[config.mk]
export PLATFORM = sky130hd
export DESIGN_NAME = alu_uart_frontend
export DESIGN_NICKNAME = d
export VERILOG_FILES = /design/src/rtl/alu_uart_frontend_pkg.sv /design/src/rtl/alu_uart_frontend.sv
export SDC_FILE = /design/constraint.sdc
export NUM_CORES = 1
export LEC_CHECK = 0
export BUFFER_PORTS_ARGS = -buffer_cell sky130_fd_sc_hd__buf_4
export CORE_ASPECT_RATIO = 0.6
export CORE_MARGIN = 1.5
export CORE_UTILIZATION = 49
export CTS_BUF_LIST = sky130_fd_sc_hd__clkbuf_8
export CTS_CLUSTER_DIAMETER = 50
export DETAILED_ROUTE_END_ITERATION = 7
export PLACE_DENSITY_LB_ADDON = 0.1
export SYNTH_ARGS = -nofsm -noshare
export SYNTH_HDL_FRONTEND = slang
export SYNTH_SLANG_ARGS = --single-unit
[constraint.sdc]
create_clock -name i_clk -period 1.5 [get_ports i_clk]
set_input_delay 0.075 -clock i_clk [delete_from_list [all_inputs] [get_ports i_clk]]
set_output_delay 0.075 -clock i_clk [all_outputs]
set_load 0.02 [all_outputs]
[src/rtl/alu_uart_frontend_pkg.sv]
// Shared definitions for the ALU byte-stream front end: FSM state encoding
// and the ALU opcode constants used by both this block and the ALU.
package alu_uart_frontend_pkg;

   localparam int NB_STATE = 3;

   localparam logic [NB_STATE-1:0] ST_WAIT_A    = 3'd0;
   localparam logic [NB_STATE-1:0] ST_WAIT_B    = 3'd1;
   localparam logic [NB_STATE-1:0] ST_WAIT_OP   = 3'd2;
   localparam logic [NB_STATE-1:0] ST_EXEC      = 3'd3;
   localparam logic [NB_STATE-1:0] ST_SEND      = 3'd4;
   localparam logic [NB_STATE-1:0] ST_WAIT_DONE = 3'd5;

   typedef enum logic [NB_STATE-1:0] {
      WAIT_A    = ST_WAIT_A,
      WAIT_B    = ST_WAIT_B,
      WAIT_OP   = ST_WAIT_OP,
      EXEC      = ST_EXEC,
      SEND      = ST_SEND,
      WAIT_DONE = ST_WAIT_DONE
   } state_t;

   localparam int NB_OPCODE = 6;

   localparam logic [NB_OPCODE-1:0] OP_ADD = 6'b100000;
   localparam logic [NB_OPCODE-1:0] OP_SUB = 6'b100010;
   localparam logic [NB_OPCODE-1:0] OP_AND = 6'b100100;
   localparam logic [NB_OPCODE-1:0] OP_OR  = 6'b100101;

   // States in which a received byte has nowhere to go and must be dropped.
   function automatic logic is_busy(input state_t s);
      return (s == EXEC) || (s == SEND) || (s == WAIT_DONE);
   endfunction

endpackage

[src/rtl/alu_uart_frontend.sv]
// Collects operand A, operand B and opcode bytes from the UART receiver,
// holds them on the ALU inputs, then hands the ALU result to the transmitter.
//
// state     | meaning
// ----------+-----------------------------------------------------------
// WAIT_A    | idle, next received byte is operand A
// WAIT_B    | next received byte is operand B
// WAIT_OP   | next received byte carries the opcode in its low bits
// EXEC      | ALU inputs stable, capture ALU result
// SEND      | pulse o_tx_start for one cycle
// WAIT_DONE | transmitter busy, wait for i_tx_done
module alu_uart_frontend
   import alu_uart_frontend_pkg::*;
#(
   parameter int NB_DATA = 8,
   parameter int NB_OP   = 6
) (
   input  logic                      i_clk,
   input  logic                      i_reset,
   input  logic [NB_DATA-1:0]        i_rx_data,
   input  logic                      i_rx_valid,
   output logic signed [NB_DATA-1:0] o_data_a,
   output logic signed [NB_DATA-1:0] o_data_b,
   output logic [NB_OP-1:0]          o_operation_code,
   input  logic signed [NB_DATA-1:0] i_alu_result,
   output logic [NB_DATA-1:0]        o_tx_data,
   output logic                      o_tx_start,
   input  logic                      i_tx_done,
   output logic                      o_rx_drop
);

   state_t state;
   state_t state_next;

   logic signed [NB_DATA-1:0] data_a_q;
   logic signed [NB_DATA-1:0] data_b_q;
   logic [NB_OP-1:0]          opcode_q;
   logic [NB_DATA-1:0]        result_q;
   logic                      rx_drop_q;

   logic ld_a;
   logic ld_b;
   logic ld_op;
   logic ld_res;
   logic tx_start;
   logic drop_next;

   always_ff @(posedge i_clk) begin
      if (i_reset) begin
         state     <= WAIT_A;
         data_a_q  <= '0;
         data_b_q  <= '0;
         opcode_q  <= '0;
         result_q  <= '0;
         rx_drop_q <= 1'b0;
      end else begin
         state     <= state_next;
         rx_drop_q <= drop_next;
         if (ld_a) begin
            data_a_q <= i_rx_data;
         end
         if (ld_b) begin
            data_b_q <= i_rx_data;
         end
         if (ld_op) begin
            opcode_q <= i_rx_data[NB_OP-1:0];
         end
         if (ld_res) begin
            result_q <= i_alu_result;
         end
      end
   end

   always_comb begin
      state_next = state;
      ld_a       = 1'b0;
      ld_b       = 1'b0;
      ld_op      = 1'b0;
      ld_res     = 1'b0;
      tx_start   = 1'b0;
      drop_next  = i_rx_valid && is_busy(state);

      case (state)
         WAIT_A: begin
            if (i_rx_valid) begin
               ld_a       = 1'b1;
               state_next = WAIT_B;
            end
         end
         WAIT_B: begin
            if (i_rx_valid) begin
               ld_b       = 1'b1;
               state_next = WAIT_OP;
            end
         end
         WAIT_OP: begin
            if (i_rx_valid) begin
               ld_op      = 1'b1;
               state_next = EXEC;
            end
         end
         EXEC: begin
            ld_res     = 1'b1;
            state_next = SEND;
         end
         SEND: begin
            // i_tx_done here belongs to no transmission of ours; ignore it.
            tx_start   = 1'b1;
            state_next = WAIT_DONE;
         end
         WAIT_DONE: begin
            if (i_tx_done) begin
               state_next = WAIT_A;
            end
         end
         default: begin
            state_next = WAIT_A;
         end
      endcase
   end

   assign o_data_a         = data_a_q;
   assign o_data_b         = data_b_q;
   assign o_operation_code = opcode_q;
   assign o_tx_data        = result_q;
   assign o_tx_start       = tx_start;
   assign o_rx_drop        = rx_drop_q;

endmodule

# After elaboration in Yosys (flattened, before gate mapping)
# Cells that the tools add are included.
totals:
  ff_bits: 34
  output_inout_bits: 32
  elab_cells: 31
  inputBits: 20
op_classes:
  eq_ne: 9
  n_reduce_logical: 5
  mux: 11
ops:
  columns: ["op", "count"]
  rows:
  - ["$pmux 3 s6", 1]
  - ["$mux 3", 4]
  - ["$ne 2x2->1 const B", 4]
  - ["$eq 3x2->1 const B", 2]
  - ["$eq 3x3->1 const B", 2]
  - ["$mux 1", 6]
  - ["$reduce_and 4->1", 1]
  - ["$eq 3x1->1 const B", 1]
  - ["$logic_not 3->1", 1]
  - ["$logic_or 1x1->1", 2]
  - ["$logic_and 1x1->1", 1]

# Depth between registers and ports, before layout
logic_depth:
  depth_word: 4
  depth_mapped: 5
  ltp_nobuf: 3

# Worst setup path after synthesis
# OpenSTA, ideal clock, no wires.
synth_path:
  path_kind: "register to register"
  startpoint: "reg state[2]"
  endpoint: "reg data_a_q[0], in the netlist o_data_a[0]"
  slack_ps: 250
  t_arrival_ps: 1130
  required_time_ps: 1380
  synth_period_minus_slack_ps: 1250
  stages_incl_launch_ff: 5
  setup_ps: 120
  n_path_buf: 1
  path_cell_list: "dfxtp_1 or4b_1 buf_2 nand2_1 a21oi_1"
synth_between:
  elab_chain_len: 2
synth_lines:
  columns: ["element", "line", "rtl"]
  rows:
  - ["start, declared", "alu_uart_frontend.sv:32", "state_t state;"]
  - ["start signal, assigned", "alu_uart_frontend.sv:57", "state <= state_next;"]
  - ["$logic_not 3->1", "alu_uart_frontend.sv:83", "case (state)"]
  - ["$mux 1", "alu_uart_frontend.sv:83", null]
  - ["end signal, assigned", "alu_uart_frontend.sv:60", "data_a_q <= i_rx_data;"]
  - ["end, declared", "alu_uart_frontend.sv:35", "logic signed [NB_DATA-1:0] data_a_q;"]
# Every way passes these cells.
# A chain may end at the register's enable or synchronous reset.

# Final worst setup path
layout_path:
  startpoint: "reg state[1]"
  endpoint: "reg opcode_q[0], in the netlist o_operation_code[0]"
layout_between:
  elab_chain_len: 2
layout_lines:
  columns: ["element", "line", "rtl"]
  rows:
  - ["$eq 3x2->1", "alu_uart_frontend.sv:83", null]
  - ["$mux 1", "alu_uart_frontend.sv:83", null]
  - ["end signal, assigned", "alu_uart_frontend.sv:66", "opcode_q <= i_rx_data[NB_OP-1:0];"]
  - ["end, declared", "alu_uart_frontend.sv:37", "logic [NB_OP-1:0] opcode_q;"]
# Every way passes these cells.

==> reports/summary.txt <==
#FFs+latches synth -> 34
Final GP Congestion -> 0.815
Max Slew Vio Count -> 0
Pre-CTS setup slack -> 56.8 ps
Chip width -> 69.0 um
Clk root buf -> clkbuf_8
Total core area -> 0.00249 mm^2
VDD IR-drop max -> 0.748 mV
Setup violations, final -> 0
Vias post-DR -> 1,045
# H-tree levels -> 2
I/O Buffers -> 51
Arrival time worst endpoint -> 1520 ps
DR vias/cell -> 4.95
Clock-pin slew on the worst setup and hold paths -> 70 ps
Total die area -> 0.00294 mm^2
Die Ht -> 42.6 um
Clock latency on the worst-skew pair -> 290 ps
Clock Tree Buf Depth -> 2
Clock Skew -> 6.26 ps
Req. time, crit path -> 1670 ps
Largest net degree at the start of global routing -> 35
Post-CTS Setup Inserts -> 0
Area grow syn2layout -> 37.5%
Clock sinks -> 34
F_max -> 737 MHz
Most used DFF post-synth -> dfxtp_1
Final TNS setup -> 0 ps
Post-synth EDFFs -> 0
RSZ-0062 raised after global routing -> no
Synth area leader -> dfxtp_1
Final Hold Vio Count -> 0
Period utilization -> 0.904
Share of layout cells above drive strength 1 -> 0.363
Mean Syn Cell Area -> 10.0 um^2
Synth top area share -> 0.531
DRC -> 0
Least-Margin Pin Slew -> 438 ps
Critical path class -> register to register
Drt pass-1 iters -> 4
Crit path cell chain -> and4bb_2, mux2i_1, nor2_1
CP Capture Type -> register
Tot GR Track Use -> 0.213
Min cycle time layout -> 1360 ps
Cell variety after synth -> 19
DP Area -> 0.00166 mm^2
Routed Antenna Nets -> 0
Hold Path Class -> input pin to register
Vias in the first global route -> 987
Slew headroom -> 0.707
Top-count cell post-synth -> dfxtp_1
Top cells by area, synth -> dfxtp_1 (53%), mux2i_1 (17%), nor2_1 (6.7%)
I/O pin cnt -> 52
Final Cell Area -> 0.00176 mm^2
Hpwl dp -> 1970 um
Nets@finish -> 198
Starting density of the core -> 0.515
Final setup margin -> 144 ps
PwrDens -> 1080 mW/mm^2
CP max FO -> 9
CTS buffer count -> 5
Syn. warnings -> 0
Std-Cell Rows -> 14
Worst path slowest cell -> dfxtp_1
Final Util -> 0.708
Number of DRC markers in iteration 0 -> 60
Worst Hold Depth -> 3
Global-route wire length before repair -> 4720 um
CP max stage delay -> 510 ps
Cells after Synth -> 128
P_leak -> 0.819 nW
Overflow after GRT -> 0
Seq/Total Area, Yosys -> 0.531
CTS tree -> yes
Ys async rst share -> 0
Initial antenna violation count -> 0
Status -> completed
Final wirelength -> 2830 um
Antenna Cells -> 0
Wirelength per Cell -> 13.4 um
Number of max-cap violations -> 0
Filler cell count -> 203
Top cells by count, synth -> dfxtp_1 (34), nor2_1 (23), mux2i_1 (22)
CP Launch Type -> register
Syn Nets -> 148
Post-Synthesis Cell Area -> 0.00128 mm^2
Worst r2r path cells -> 3
where the power goes:
group	leakage, nW	switching, mW	internal, mW
sequential	0.277	0.0284	0.938
clock	0.0524	0.326	0.363
combinational	0.490	0.125	0.121
total	0.819	0.480	1.42
per-layer routing:
metal,part of all wire,track usage
met1,0.49,0.278
met2,0.42,0.308
met3,0.073,0.0913
met4,0.017,0.0941
met5,0,0
per-stage QoR:
stage | hold slack [ps] | std cells | total power, mW
global placement | 303 | 203 | 1.22
floorplan | 204 | 128 | 1.12
global route | 35.1 | 211 | 1.97
finish | 14.2 | 211 | 1.90
detailed placement | 314 | 203 | 1.23
CTS | 11.6 | 211 | 1.92
layout make-up:
class | count | area [um^2] | area share
flip-flops and latches | 34 | 682 | 0.387
clock buffers | 6 | 82.6 | 0.0469
clock inverters | 2 | 8.76 | 0.00497
multi-input cells | 85 | 558 | 0.317
repair buffers | 52 | 390 | 0.222
well taps | 32 | 40.0 | 0.0227
registers in the layout, summed over array words and instances (netlist names):
register / count
o_tx_data: 8
o_rx_drop: 1
o_data_b: 8
o_data_a: 8
o_operation_code: 6
state: 3
worst max-delay path: cells and delay by family, from the launching register on:
kind / cells / cell delay [ps]
and+or+nand+nor: 2 / 500
DFF: 1 / 510
muxes: 1 / 230
worst paths after layout:
path,startpoint,endpoint,slack (ps)
max,state[1],o_operation_code[0],140
min,i_alu_result[2],o_tx_data[2],10
max reg2reg,state[1],o_operation_code[0],140
min reg2reg,o_data_a[1],o_data_a[1],460
cells by family (layout without fill, tap and decap cells):
family,count (synthesis),after routing,synth area share
AND/OR/NAND/NOR,50,50,0.202
buffers and inverters,9,60,0.0391
multiplexers,22,22,0.172
AO/OA/AOI/OAI,13,13,0.0557
flip-flops,34,34,0.531
cell usage in the layout, fill, tap and decap left out:
cell type / instances
a211oi_1: 1
a21o_1: 1
a21oi_1: 10
a31oi_1: 1
and4bb_2: 1
and4bb_4: 1
buf_4: 52
clkbuf_8: 6
clkinv_2: 1
dfxtp_1: 33
dfxtp_2: 1
inv_1: 1
mux2i_1: 22
nand2_1: 16
nand2b_1: 2
nand3b_1: 2
nor2_1: 23
nor4b_4: 1
or2b_1: 1
or3b_2: 1
or4b_1: 1
or4b_4: 1
repair_timing:
action / in CTS / in global routing
gates resized for setup: 0 / 3
hold endpoints to repair: 0 / 0
setup endpoints to repair: 0 / 9
hold buffers: 0 / 0
Power figures use the tool's default switching activity.
